[src/rtl/seg7_mux_ctrl_pkg.sv]
// Shared constants for the multiplexed seven-segment display controller:
// active-low segment codes for hex digits, the blank pattern and the dp bit.
package seg7_mux_ctrl_pkg;

  localparam logic [7:0] SEG_OFF = 8'hFF;
  localparam int         DP_BIT  = 7;

  // Index is the hex nibble; bit7 (dp) is left off in every entry.
  localparam logic [7:0] SEG_TABLE [16] = '{
    8'hC0, 8'hF9, 8'hA4, 8'hB0, 8'h99, 8'h92, 8'h82, 8'hF8,
    8'h80, 8'h90, 8'h88, 8'h83, 8'hC6, 8'hA1, 8'h86, 8'h8E
  };

  function automatic logic [7:0] seg_lookup(input logic [3:0] nibble);
    return SEG_TABLE[nibble];
  endfunction

endpackage

[src/rtl/seg7_mux_ctrl_decode.sv]
// Combinational hex-to-segment decoder with an active decimal point that
// pulls the dp segment low.
module seg7_decode
  import seg7_mux_ctrl_pkg::*;
(
  input  logic [3:0] nibble,
  input  logic       dp,
  output logic [7:0] cathode
);

  always_comb begin
    cathode = seg_lookup(nibble);
    if (dp) begin
      cathode[DP_BIT] = 1'b0;
    end
  end

endmodule

[src/rtl/seg7_mux_ctrl.sv]
// Time-multiplexed seven-segment driver: slot/digit counters, tear-free
// configuration shadowing, leading-zero blanking, PWM dimming and anti-ghosting.
module seg7_mux_ctrl
  import seg7_mux_ctrl_pkg::*;
#(
  parameter int NUM_DIGITS  = 8,
  parameter int REFRESH_DIV = 100000,
  parameter int BRIGHT_W    = 4
) (
  input  logic                    clk,
  input  logic                    rst,
  input  logic [4*NUM_DIGITS-1:0] data,
  input  logic [NUM_DIGITS-1:0]   dp_en,
  input  logic [NUM_DIGITS-1:0]   digit_en,
  input  logic                    blank_lz,
  input  logic [BRIGHT_W-1:0]     brightness,
  input  logic                    load,
  output logic [7:0]              cathode,
  output logic [NUM_DIGITS-1:0]   anode,
  output logic                    frame_done
);

  localparam int CNT_W = $clog2(REFRESH_DIV);
  localparam int IDX_W = $clog2(NUM_DIGITS);
  localparam int CMP_W = CNT_W + BRIGHT_W + 1;

  localparam logic [CNT_W-1:0] CNT_LAST = CNT_W'(REFRESH_DIV - 1);
  localparam logic [IDX_W-1:0] IDX_LAST = IDX_W'(NUM_DIGITS - 1);
  localparam logic [CMP_W-1:0] DIV_EXT  = CMP_W'(REFRESH_DIV);

  typedef struct packed {
    logic [4*NUM_DIGITS-1:0] data;
    logic [NUM_DIGITS-1:0]   dp_en;
    logic [NUM_DIGITS-1:0]   digit_en;
    logic                    blank_lz;
    logic [BRIGHT_W-1:0]     brightness;
  } cfg_t;

  logic [CNT_W-1:0]      cnt_q, cnt_d;
  logic [IDX_W-1:0]      idx_q, idx_d;
  cfg_t                  pend_q, pend_d;
  cfg_t                  act_q, act_d;
  logic [7:0]            cathode_q, cathode_d;
  logic [NUM_DIGITS-1:0] anode_q, anode_d;
  logic                  frame_done_q, frame_done_d;

  cfg_t                  cfg_in;
  logic                  slot_end;
  logic                  wrap;
  logic [3:0]            cur_nibble;
  logic                  cur_dp;
  logic                  cur_en;
  logic [NUM_DIGITS-1:0] zero_above;
  logic                  blank;
  logic [CMP_W-1:0]      pos_scaled;
  logic [CMP_W-1:0]      duty_limit;
  logic                  pwm_on;
  logic                  anode_on;
  logic [7:0]            dec_cathode;

  always_comb begin
    cfg_in            = '0;
    cfg_in.data       = data;
    cfg_in.dp_en      = dp_en;
    cfg_in.digit_en   = digit_en;
    cfg_in.blank_lz   = blank_lz;
    cfg_in.brightness = brightness;
  end

  // The active set only changes at the frame wrap, so a frame never mixes old and new data.
  always_comb begin
    slot_end = (cnt_q == CNT_LAST);
    wrap     = slot_end && (idx_q == IDX_LAST);
    cnt_d    = slot_end ? '0 : cnt_q + CNT_W'(1);
    idx_d    = idx_q;
    if (slot_end) begin
      idx_d = (idx_q == IDX_LAST) ? '0 : idx_q + IDX_W'(1);
    end
    pend_d = load ? cfg_in : pend_q;
    act_d  = wrap ? pend_q : act_q;
  end

  // zero_above[i] is set when digit i and every more significant digit are zero.
  always_comb begin
    zero_above = '0;
    for (int i = 0; i < NUM_DIGITS; i++) begin
      zero_above[i] = ((act_q.data >> (4 * i)) == '0);
    end
  end

  always_comb begin
    cur_nibble = act_q.data[{idx_q, 2'b00} +: 4];
    cur_dp     = act_q.dp_en[idx_q];
    cur_en     = act_q.digit_en[idx_q];
    blank      = act_q.blank_lz && (idx_q != '0) && zero_above[idx_q];
  end

  seg7_decode u_decode (
    .nibble  (cur_nibble),
    .dp      (cur_dp),
    .cathode (dec_cathode)
  );

  // floor(cnt * 2^BRIGHT_W / REFRESH_DIV) < b is equivalent to cnt * 2^BRIGHT_W < b * REFRESH_DIV.
  always_comb begin
    pos_scaled = CMP_W'({cnt_q, {BRIGHT_W{1'b0}}});
    duty_limit = CMP_W'(act_q.brightness) * DIV_EXT;
    pwm_on     = (&act_q.brightness) || (pos_scaled < duty_limit);
    anode_on   = cur_en && (cnt_q != '0) && pwm_on;
  end

  always_comb begin
    anode_d      = anode_on ? ~(NUM_DIGITS'(1) << idx_q) : '1;
    cathode_d    = blank ? SEG_OFF : dec_cathode;
    frame_done_d = wrap;
  end

  always_ff @(posedge clk or negedge rst) begin
    if (!rst) begin
      cnt_q        <= '0;
      idx_q        <= '0;
      pend_q       <= '0;
      act_q        <= '0;
      cathode_q    <= SEG_OFF;
      anode_q      <= '1;
      frame_done_q <= 1'b0;
    end else begin
      cnt_q        <= cnt_d;
      idx_q        <= idx_d;
      pend_q       <= pend_d;
      act_q        <= act_d;
      cathode_q    <= cathode_d;
      anode_q      <= anode_d;
      frame_done_q <= frame_done_d;
    end
  end

  assign cathode    = cathode_q;
  assign anode      = anode_q;
  assign frame_done = frame_done_q;

endmodule

[config.mk]
export PLATFORM = sky130hd
export DESIGN_NAME = seg7_mux_ctrl
export DESIGN_NICKNAME = d
export VERILOG_FILES = /design/src/rtl/seg7_mux_ctrl_pkg.sv /design/src/rtl/seg7_mux_ctrl_decode.sv /design/src/rtl/seg7_mux_ctrl.sv
export SDC_FILE = /design/constraint.sdc
export NUM_CORES = 1
export LEC_CHECK = 0
export BUFFER_PORTS_ARGS = -buffer_cell sky130_fd_sc_hd__clkbuf_2
export CAP_MARGIN = 5
export CORE_AREA = 3 3 134 136
export DETAILED_ROUTE_END_ITERATION = 16
export DIE_AREA = 0 0 137 139
export PLACE_DENSITY = 0.72
export REMOVE_ABC_BUFFERS = 1
export SLEW_MARGIN = 25
export SYNTH_ARGS = -nofsm -noshare
export SYNTH_HDL_FRONTEND = slang
export SYNTH_SLANG_ARGS = --single-unit
[constraint.sdc]
create_clock -name clk -period 5.1 [get_ports clk]
set_input_delay 1.53 -clock clk [delete_from_list [all_inputs] [get_ports clk]]
set_output_delay 1.53 -clock clk [all_outputs]
set_load 0.1 [all_outputs]
# --- Word level (Yosys, flattened, before mapping) ---
# Memories as Yosys holds them, arrays and structs flattened.
# Index checks and enable logic that the tools add are counted.
op_classes:
  add_sub_neg: 2
  n_mul: 1
  order_cmp: 3
  n_eq_ne: 2
  n_shift: 2
  n_mux: 13
  bitwise: 2
  reduce_logical: 17
ops:
  columns: ["op", "n"]
  rows:
  - ["$logic_not A32 Y1", 8]
  - ["$mux W8", 4]
  - ["$shiftx A32 B6 Y4", 1]
  - ["$lt A21 B21 Y1", 1]
  - ["$add A17 B1 Y17 const B", 1]
  - ["$eq A17 B17 Y1 const B", 1]
  - ["$mux W17", 1]
  - ["$reduce_bool A17 Y1", 1]
  - ["$mul A4 B12 Y16 const B", 1]
  - ["$bmux W1 S3", 3]
  - ["$not A8 Y8", 1]
  - ["$shl A1 B3 Y8 const A", 1]
  - ["$ge A5 B5 Y1 const B", 1]
  - ["$logic_and A1 B1 Y1", 5]
  - ["$not A4 Y5", 1]
  - ["$lt A3 B4 Y1 const B", 1]
  - ["$mux W1", 4]
  - ["$reduce_and A4 Y1", 1]
  - ["$add A3 B1 Y3 const B", 1]
  - ["$eq A3 B3 Y1 const B", 1]
  - ["$mux W3", 1]
  - ["$reduce_bool A3 Y1", 1]
  - ["$logic_or A1 B1 Y1", 1]
word_totals:
  ff_bits: 143
  romBits: 128
  in_bits: 56
  wordCells: 58
  memories: 1
mem_list:
  columns: ["name", "words", "width", "read_ports", "rd_ports_with_merged_regs", "write_ports", "line", "text"]
  rows:
  - ["(no name shown)", 16, 8, 1, 0, 0, "seg7_mux_ctrl_pkg.sv:15", "return SEG_TABLE[nibble];"]

# --- Depth between registers and ports, before layout ---
# Gate-level depths: netlist (run 1).
logic_depth:
  ltp_word: 7
  ltp_mapped: 16

# --- Hierarchy ---
# A second synthesis (run 1) with hierarchy kept.
hier_totals:
  hier_cells: 555
  hier_area_um2: 7323.3
by_module_without_submodules:
  columns: ["module", "n_inst", "cells_per_inst", "area_each_um2", "seq_area_each_um2"]
  rows:
  - ["seg7_mux_ctrl", 1, 522, 7044.3, 3598.5]
  - ["seg7_decode", 1, 33, 279.0, 0.0]

# --- Least setup slack after synthesis (run 1) ---
# Ideal clock, no wire load.
synth_timing:
  path_kind: "flip-flop to flip-flop"
  startpoint: "register act_q[1] (netlist bit)"
  endpoint: "register anode_q[0] (netlist: anode[0])"
  arrival_ns: 3.637
  setup_slack_ns: 1.364
  stages_incl_launch_ff: 17
  path_buffers: 0
  synth_period_minus_slack_ns: 3.736
  path_cell_list: "dfrtp_1 -> ha_1 -> xor2_1 -> ha_1 -> a21o_1 -> ha_1 -> a31o_2 -> a21oi_1 -> o21ai_0 -> mux2i_1 -> a2111oi_0 -> ha_1 -> and4_1 -> nand2_1 -> nor4_1 -> a211oi_2 -> nand3_1"
synth_between:
  elab_chain_cells: 5
  word_cells_on_any_way: 6
  classes_between: "1 x mul; 1 x order compare; 1 x mux; 3 x reduce/logical"
synth_rtl:
  columns: ["element", "line", "text"]
  rows:
  - ["start: declaration", "seg7_mux_ctrl.sv:42", "cfg_t act_q, act_d;"]
  - ["start signal: assignment", "seg7_mux_ctrl.sv:131", "act_q <= act_d;"]
  - ["$mul A4 B12 Y16", "seg7_mux_ctrl.sv:107", "duty_limit = CMP_W'(act_q.brightness) * DIV_EXT;"]
  - ["$lt A21 B21 Y1", "seg7_mux_ctrl.sv:108", "pwm_on = (&act_q.brightness) || (pos_scaled < duty_limit);"]
  - ["$logic_or A1 B1 Y1 *", "seg7_mux_ctrl.sv:108", null]
  - ["$logic_and A1 B1 Y1 *", "seg7_mux_ctrl.sv:109", "anode_on = cur_en && (cnt_q != '0) && pwm_on;"]
  - ["$mux W8 *", "seg7_mux_ctrl.sv:113", "anode_d = anode_on ? ~(NUM_DIGITS'(1) << idx_q) : '1;"]
  - ["net anode_d[0]", "seg7_mux_ctrl.sv:44", "logic [NUM_DIGITS-1:0] anode_q, anode_d;"]
  - ["end signal: assignment", "seg7_mux_ctrl.sv:133", "anode_q <= anode_d;"]
  - ["end: declaration", "seg7_mux_ctrl.sv:44", null]
# The timed path passes the listed nets; every way through them passes the cells marked *.
# A chain may end at the register's enable or synchronous reset.

# --- Worst setup path after layout (run 1) ---
layout_timing:
  startpoint: "register act_q[1] (netlist bit)"
  endpoint: "register anode_q[2] (netlist: anode[2])"
# Same word-level chain as after synthesis.

==> results.toml, run 1 <==
[outcome]
status = "complete, no violations"

[critical_path]
endpoint_kind = "flop"
r2r_cells = 16
critPathMaxFanout = 8
cp.required_ns = 5.41
crit-reg2reg-launch = "act_q[1]"
start_kind = "flop"
critPathArrivalTime_ns = 4.51
r2r_end = "anode[2]"
critical_path_class = "reg -> reg"
r2r_slack_ns = 0.90

[grt]
use_met1_pct = 20.6
gr-max-usage-layer = "met2"
use_met3_pct = 3.48
grt-ovfl-total = 0
use_met2_pct = 25.9
grt_pass1_wl_um = 24000
grt_max_degree = 116
grt_usage_pct = 15.7
grt_antenna_before_repair = 0
grt_pass1_vias = 4800

[timing]
max_slew_margin_pct = 42.7
finalSetupViolCount = 0
worstMarginPinSlew_ns = 0.859
fmax_mhz = 238
rsz0062_at_grt = "no"
slew_violations = 0
fin_tns_setup_ns = 0
final-hold-violation-count = 0
finClkSkew_ns = 0.00689
period_minus_slack_ns = 4.20
period_share_pct = 82.3

[clocking]
root_buffer = "clkbuf_16"
cts_max_level = 4
clk_latency_ns = 0.41
cts.sinks = 143
cts_tree = "built"
postCtsSetupBuffers = 0
cts_buffer_depth = 2
postCtsResizedCells = 0
cts-hold-fix-buffers = 0
clkTransAtPathRegs_ns = 0.06
cts_buffers = 17

[synthesis]
yosysTopAreaCell = "dfrtp_1"
synth-async-reset-ratio_pct = 100
synth_area_um2 = 7080
synth_cells = 546
yosysSeqAreaShare_pct = 50.8
synth-edff-count = 0
synth.distinct_cells = 55
synth_flop_cell = "dfrtp_1"
yosysTopAreaCellShare_pct = 44.9
ys_seq_elements = 143
yosysWarnings = 0
syn_area_per_cell_um2 = 13.0
synth_area_leaders = "dfrtp_1 45%, mux2_2 17%, ha_1 8.3%"

[pwr]
p_leak_nw = 3.91
peakVddDrop_mv = 0.202
p_total_mw = 2.46
power.density_nw_per_um2 = 298

[final_layout]
finalNonFillerCells = 861
drive_above_1_share_pct = 39.6
syn_to_final_growth_pct = 16.6
antenna_cells = 0
nNetsFinal = 727
fillers = 1531

[floorplanning]
rows = 48
die_y_um = 139
ios = 73
chipWidth_um = 137
core_area_um2 = 17100
start_util_pct = 41.5
die-area_um2 = 19000

[routing]
drc = 0
viasPerCell = 5.29
drtIter0Drc = 201
ant_nets = 0
drt-pass1-iter-count = 4
wl_per_cell_um = 16.4
routed_wl_um = 14100
vias = 4558

[flow_run]
max-cap-violations = 0

[min_path]
min_from = "pend_q[1]"
hold-path-endpoint = "act_q[1]"
min_path_type = "reg -> reg"
hold_depth = 2

[placed_design]
dp_hpwl_um = 10300
place_congestion = 0.828
dp.cells = 829
port_buffers = 72
worst max-delay path by stage:
stage	startpoint	endpoint	slack, ns	cells past startpoint
after CTS	act_q[1]	anode[2]	0.91	16
after floorplan	idx_q[1]	act_q[0]	0.27	5
after global routing	act_q[3]	anode[2]	0.54	16
after detailed placement	act_q[1]	anode[3]	0.95	16
final	act_q[1]	anode[2]	0.90	16
after global placement	act_q[1]	anode[1]	1.10	16
Yosys cell counts, types with 2 or more instances:
library cell,count
mux4_2,11
a21o_1,5
o21bai_1,2
o21ai_0,13
buf_1,4
a21oi_1,14
mux2i_1,3
nand2_1,29
o221ai_1,2
ha_1,47
and3_1,5
and4_1,2
nand2b_1,4
or3_1,5
buf_4,5
xnor2_1,14
and2_1,4
nor3_1,6
or2_2,3
o21ai_1,4
nand4_1,3
mux2_4,3
xor2_1,10
o211ai_1,3
nand3_1,18
dfstp_2,16
nor2_1,16
mux2_2,105
nor4_1,10
o311ai_0,2
dfrtp_1,127
buf_2,6
inv_1,19
clkbuf_1,3
a211oi_1,3
metrics by stage:
| step | setup WS, ns | area, um^2 | hold slack, ns | utilization [%] |
|---|---|---|---|---|
| final | 0.901 | 8260 | 0.491 | 48.4 |
| after global routing | 0.543 | 8260 | 0.514 | 48.4 |
| after floorplan | 0.265 | 6980 | 0.446 | - |
| after global placement | 1.10 | 7680 | 0.474 | 45.1 |
| after detailed placement | 0.948 | 7680 | 0.490 | 45.1 |
| after CTS | 0.907 | 8250 | 0.498 | 48.4 |
registers in the layout (all words and copies together), names as in the netlist:
register    count
act_q          53
anode           8
cathode         8
cnt_q          17
frame_done      1
idx_q           3
pend_q         53
power breakdown:
part	internal, mW	leakage (nW)	switching, mW
clock network	0.694	0.268	0.468
registers	1.18	1.81	0.0235
logic	0.0537	1.84	0.0442
cells in the final DEF, fill, tap and decap left out, types with 4 or more instances in the layout:
cell | Yosys | layout
nor2_1 | 16 | 16
buf_4 | 5 | 4
xor2_1 | 10 | 10
o21ai_0 | 13 | 13
xnor2_1 | 14 | 14
nand2_1 | 29 | 29
o21ai_1 | 4 | 4
ha_1 | 47 | 47
clkbuf_16 | 0 | 17
clkbuf_2 | 0 | 71
dfstp_2 | 16 | 16
nand2b_1 | 4 | 4
nor4_1 | 10 | 10
a21oi_1 | 14 | 14
and2_1 | 4 | 4
nand3_1 | 18 | 18
clkinvlp_4 | 0 | 4
nor3_1 | 6 | 6
mux2_2 | 105 | 105
a21o_1 | 5 | 5
or3_1 | 5 | 5
inv_1 | 19 | 19
mux4_2 | 11 | 11
dfrtp_1 | 127 | 127
and3_1 | 5 | 5
worst max-delay path, cell delays in order, from the launching register on:
cell and delay (ns):
dfrtp_1 0.43, ha_1 0.23, xor2_1 0.15, ha_1 0.18, a21o_1 0.15, ha_1 0.31, a31o_2 0.27, a21oi_1 0.18
o21ai_0 0.23, mux2i_1 0.17, a2111oi_0 0.41, ha_1 0.32, and4_1 0.19, nand2_1 0.08, nor4_1 0.06, a211oi_2 0.55
nand3_1 0.17
cell families after synthesis:
group                      after synthesis  share of synthesized area [%]
AOI/OAI and AO/OA                       58                           5.32
xor gates and xnor gates                24                           2.97
adders and majority gates               47                           8.30
buffers and inverters                   39                           2.54
DFF                                    143                           50.8
muxes                                  125                           22.1
and+or+nand+nor                        110                           7.97
final cells by class:
type,count,area (um^2),area share (%)
sequential,143,3600,43.6
multi-input combinational,364,3310,40.1
inverter,20,75.1,0.909
clock buffer,19,453,5.48
clock inverter,12,110,1.33
tap,225,282,3.41
timing repair buffer,78,430,5.21
per-layer routing:
metal | wire length, um | vias to the layer above
met4 | 169 | 0
met3 | 397 | 17
met2 | 7170 | 72
li1 | - | 2151
met1 | 6370 | 2318
met5 | 0 | -
Note: power is estimated with default switching activity, not from simulation.
==> run 2, diff against run 1 <==
--- a/config.mk
+++ b/config.mk
@@ -10,7 +10,7 @@
 export CORE_AREA = 3 3 134 136
 export DETAILED_ROUTE_END_ITERATION = 16
 export DIE_AREA = 0 0 137 139
-export PLACE_DENSITY = 0.72
+export PLACE_DENSITY = 0.74
 export REMOVE_ABC_BUFFERS = 1
 export SLEW_MARGIN = 25
 export SYNTH_ARGS = -nofsm -noshare
==> constraint.sdc (replaced) <==
create_clock -name clk -period 3.75 [get_ports clk]
set_input_delay 1.125 -clock clk [delete_from_list [all_inputs] [get_ports clk]]
set_output_delay 1.125 -clock clk [all_outputs]
set_load 0.1 [all_outputs]
==> results.toml, run 2 (synthesis gave the netlist of run 1 again) <==
[routing]
top_layer = "met4"
wl_per_cell_um = 16.7
dr_wl_met3_um = 444
wl_met2_um = 7350
ant_nets = 0
viasPerCell = 5.26
drtIter0Drc = 258
drt-pass1-iter-count = 4
drc = 0
routed_wl_um = 14600
vias = 4589
wl_met1_um = 6450

[final_layout]
utilization_pct = 49.9
drive_above_1_share_pct = 42.7
final_cell_mix = "126 x dfrtp_1, 105 x mux2_2, 71 x clkbuf_2"
antenna_cells = 0
largestRegisters = "act_q (53), pend_q (53), cnt_q (17)"
syn_to_final_growth_pct = 20.3
nNetsFinal = 738
final_common_cell = "dfrtp_1"

[critical_path]
endpoint_kind = "flop"
crit-reg2reg-launch = "act_q[1]"
start_kind = "flop"
cp.required_ns = 4.08
critPathArrivalTime_ns = 3.94
critPathMaxFanout = 8
critical_path_class = "reg -> reg"
cp-startpoint = "act_q[1]"

[min_path]
min_path_type = "reg -> reg"
min_from = "pend_q[5]"

[clocking]
root_buffer = "clkbuf_16"
clk_latency_ns = 0.42
cts_buffers = 17
cts_tree = "built"
clkTransAtPathRegs_ns = 0.06
cts_max_level = 4
cts-hold-fix-buffers = 0
cts_buffer_depth = 2
cts.sinks = 143

[placed_design]
pre_cts_ws_ns = -0.138
port_buffers = 72
place_congestion = 0.824
dp_hpwl_um = 10600

[floorplanning]
rows = 48
chipWidth_um = 137
ios = 73
die_y_um = 139
start_util_pct = 41.5
die-area_um2 = 19000
core_area_um2 = 17100

[grt]
grt_max_degree = 58
grt_pass1_vias = 5012
grt_pass1_wl_um = 24500
grt_usage_pct = 16.1
grt-ovfl-total = 0
grt_antenna_before_repair = 0

[pwr]
power.density_nw_per_um2 = 427
p_leak_nw = 4.02
peakVddDrop_mv = 0.275
p_total_mw = 3.63

[timing]
fmax_mhz = 277
max_slew_margin_pct = 36.4
final-hold-violation-count = 0
setup_ws_ns = 0.143
slew_violations = 0
fin_tns_setup_ns = 0
finalSetupViolCount = 0
worstMarginPinSlew_ns = 0.946
finClkSkew_ns = 0.00803
hold_slack_ns = 0.501
period_minus_slack_ns = 3.61
period_share_pct = 96.2

[outcome]
status = "complete, no violations"

[flow_run]
max-cap-violations = 0
run 2: cell types whose count changed in the layout (fill, tap and decap cells not counted), moves of 3 or more:
cell       before  now
buf_4           4   16
ha_1           47   43
bufinv_16       1    5
a21oi_2         0    3
o21ai_0        13   10
a21oi_1        14   11
run 2: worst paths after layout:
kind	to	slack [ns]	depth (start not counted)
max	anode[4]	0.14	19
min	pend_q[5]	0.50	1
max reg2reg	anode[4]	0.14	19
min reg2reg	pend_q[5]	0.50	1
max in group asynchronous	pend_q[5]	2.31	2
min in group asynchronous	pend_q[44]	0.66	1
run 2: per-stage QoR:
step	instances	area, um^2
2_1_floorplan	527	6980
3_3_place_gp	838	7750
3_5_place_dp	838	7750
4_1_cts	872	8450
5_1_grt	873	8520
6_report	873	8520
run 2: worst max-delay path: stages (launching register included):
cell and delay (ns):
dfrtp_1 0.43, ha_2 0.21, xor2_1 0.14, ha_1 0.18
a21o_1 0.17, ha_4 0.22, buf_4 0.13, a21o_1 0.18
a21oi_2 0.17, o21bai_2 0.13, a31oi_2 0.22, buf_4 0.14
xnor2_1 0.11, ha_1 0.27, a21oi_2 0.12, o21ai_1 0.08
o2bb2ai_1 0.15, a211oi_2 0.19, buf_4 0.19, nand3_1 0.09
run 2: final cells by class:
type	count	area (um^2)
Sequential cell	143	3600
Fill cell	1491	8540
Multi-Input combinational cell	364	3390
Clock inverter	9	179
Inverter	20	75.1
Tap cell	225	282
Timing Repair Buffer	89	507
Clock buffer	23	488
run 2: timing repair:
action                     in CTS  in global routing
pin swaps                       2                  9
setup endpoints to repair       8                  8
resized for setup               4                 15
buffers inserted                2                  1
run 2: power by group:
group          switching (mW)  leakage (nW)  internal, mW  total [mW]
logic                  0.0619          1.90        0.0749       0.137
registers              0.0319          1.81          1.60        1.63
clock network           0.612         0.320          1.25        1.86
run 2: layer usage:
metal	GRT usage, %	up-vias
li1	-	2168
met1	20.6	2301
met2	26.5	95
met3	3.08	25
met4	6.88	0
met5	0	-
==> run 3, diff against run 2 <==
--- a/config.mk
+++ b/config.mk
@@ -11,7 +11,6 @@
 export DETAILED_ROUTE_END_ITERATION = 16
 export DIE_AREA = 0 0 137 139
 export PLACE_DENSITY = 0.74
-export REMOVE_ABC_BUFFERS = 1
 export SLEW_MARGIN = 25
 export SYNTH_ARGS = -nofsm -noshare
 export SYNTH_HDL_FRONTEND = slang
==> results.toml, run 3 (synthesis gave the netlist of run 1 again) <==
[outcome]
status = "complete, no violations"

[final_layout]
syn_to_final_growth_pct = 19.1
finalNonFillerCells = 872
seq_area_um2 = 3600
final_cell_mix = "127 x dfrtp_1, 105 x mux2_2, 71 x clkbuf_2"
antenna_cells = 0
final_common_cell = "dfrtp_1"
fillers = 1502
largestRegisters = "act_q (53), pend_q (53), cnt_q (17)"
multi_input_comb_area_um2 = 3410
drive_above_1_share_pct = 42.5
nNetsFinal = 740

[placed_design]
dp_hpwl_um = 10400
dp.cells = 840
port_buffers = 72
pre_cts_ws_ns = -0.361
place_congestion = 0.860

[clocking]
clkTransAtPathRegs_ns = 0.06
cts_buffer_depth = 2
cts_tree = "built"
cts-hold-fix-buffers = 0
root_buffer = "clkbuf_16"
clk_latency_ns = 0.41
cts.sinks = 143
cts_max_level = 4
cts_buffers = 17

[routing]
vias = 4592
drc = 0
ant_nets = 0
drt-pass1-iter-count = 4
drtIter0Drc = 275
routed_wl_um = 14500
viasPerCell = 5.27
wl_per_cell_um = 16.6

[timing]
finClkSkew_ns = 0.0109
slew_violations = 0
setup_ws_ns = 0.177
max_slew_margin_pct = 42.0
hold_slack_ns = 0.479
final-hold-violation-count = 0
fmax_mhz = 280
worstMarginPinSlew_ns = 0.871
period_share_pct = 95.3
period_minus_slack_ns = 3.57
finalSetupViolCount = 0

[floorplanning]
ios = 73
core_area_um2 = 17100
rows = 48
chipWidth_um = 137
die_y_um = 139
start_util_pct = 41.5
die-area_um2 = 19000

[grt]
grt_usage_pct = 15.9
grt_max_degree = 67
grt-ovfl-total = 0
grt_antenna_before_repair = 0
grt_pass1_wl_um = 24400
grt_pass1_vias = 4888

[pwr]
p_leak_nw = 3.99
peakVddDrop_mv = 0.333
power.density_nw_per_um2 = 398

[critical_path]
slowest_delay_ns = 0.40
cp.required_ns = 4.09
cp_slowest_cell = "dfrtp_1"
crit_chain = "buf_4 > buf_4 > ha_1 > inv_2 > ha_4 > ha_2 > and3_1 > a21oi_1 > o21ai_2 > mux2i_1 > a2111oi_2 > ha_1 > and4_1 > nand2_2 > nor4_4 > a211oi_2 > buf_4 > nand3_1"
endpoint_kind = "flop"
critPathArrivalTime_ns = 3.92
start_kind = "flop"
path_common_cell = "buf_4"
critical_path_class = "reg -> reg"
critPathMaxFanout = 8

[min_path]
min_path_type = "reg -> reg"

[synthesis]
synth_nets = 649

[flow_run]
max-cap-violations = 0
-- run 3: stage by stage --
step	power (mW)	utilization (%)	instance area, um^2	TNS [ns]
final	3.36	49.5	8440	0
after global routing	3.47	49.5	8440	-0.121
after CTS	3.39	48.9	8340	0
after detailed placement	1.80	45.5	7770	-2.69
after global placement	1.79	45.5	7770	-1.50
after floorplan	1.72	-	7080	0
-- run 3: final timing paths --
kind	endpoint	cells after the start	slack (ns)	from
min in group asynchronous	pend_q[44]	1	0.71	rst
max reg2reg	anode[0]	18	0.18	act_q[3]
max in group asynchronous	cathode[7]	2	2.21	rst
max	anode[0]	18	0.18	act_q[3]
min	act_q[1]	2	0.48	pend_q[1]
min reg2reg	act_q[1]	2	0.48	pend_q[1]
-- run 3: power by group --
group,switching (mW),total [mW],leakage (nW),internal [mW]
combinational,0.0616,0.136,1.91,0.0748
clock,0.585,1.58,0.275,0.999
sequential,0.0343,1.64,1.81,1.60
-- run 3: worst max-delay path: cells and delay by family (launching register included) --
kind	cells	cell delay (ns)
multiplexers	1	0.14
buffers and inverters	4	0.50
AND/OR/NAND/NOR	5	0.84
flip-flops	1	0.40
adder cells (fa/ha/maj)	4	0.90
AO/OA/AOI/OAI	4	0.70
-- run 3: cell type report --
| cell class | count | share of cell area [%] |
|---|---|---|
| clock buffer | 22 | 5.50 |
| clock inverter | 7 | 1.05 |
| inverter | 20 | 0.890 |
| multi-input combinational | 364 | 40.4 |
| sequential | 143 | 42.7 |
| tap | 225 | 3.34 |
| timing repair buffer | 91 | 6.19 |
-- run 3: routing by layer --
| metal | part of all wire [%] | global-route usage (%) | up-vias |
|---|---|---|---|
| li1 | - | - | 2168 |
| met1 | 44 | 21.1 | 2306 |
| met2 | 51 | 26.2 | 106 |
| met3 | 3.6 | 3.74 | 12 |
| met4 | 1.2 | 4.52 | 0 |
| met5 | 0 | 0 | - |
-- run 3: timing repair --
action                                  4_1_cts  5_1_grt
endpoints found under the setup margin        8        8
gates resized for setup                       5       13
pin swaps                                     4        8
buffers inserted                              1        2
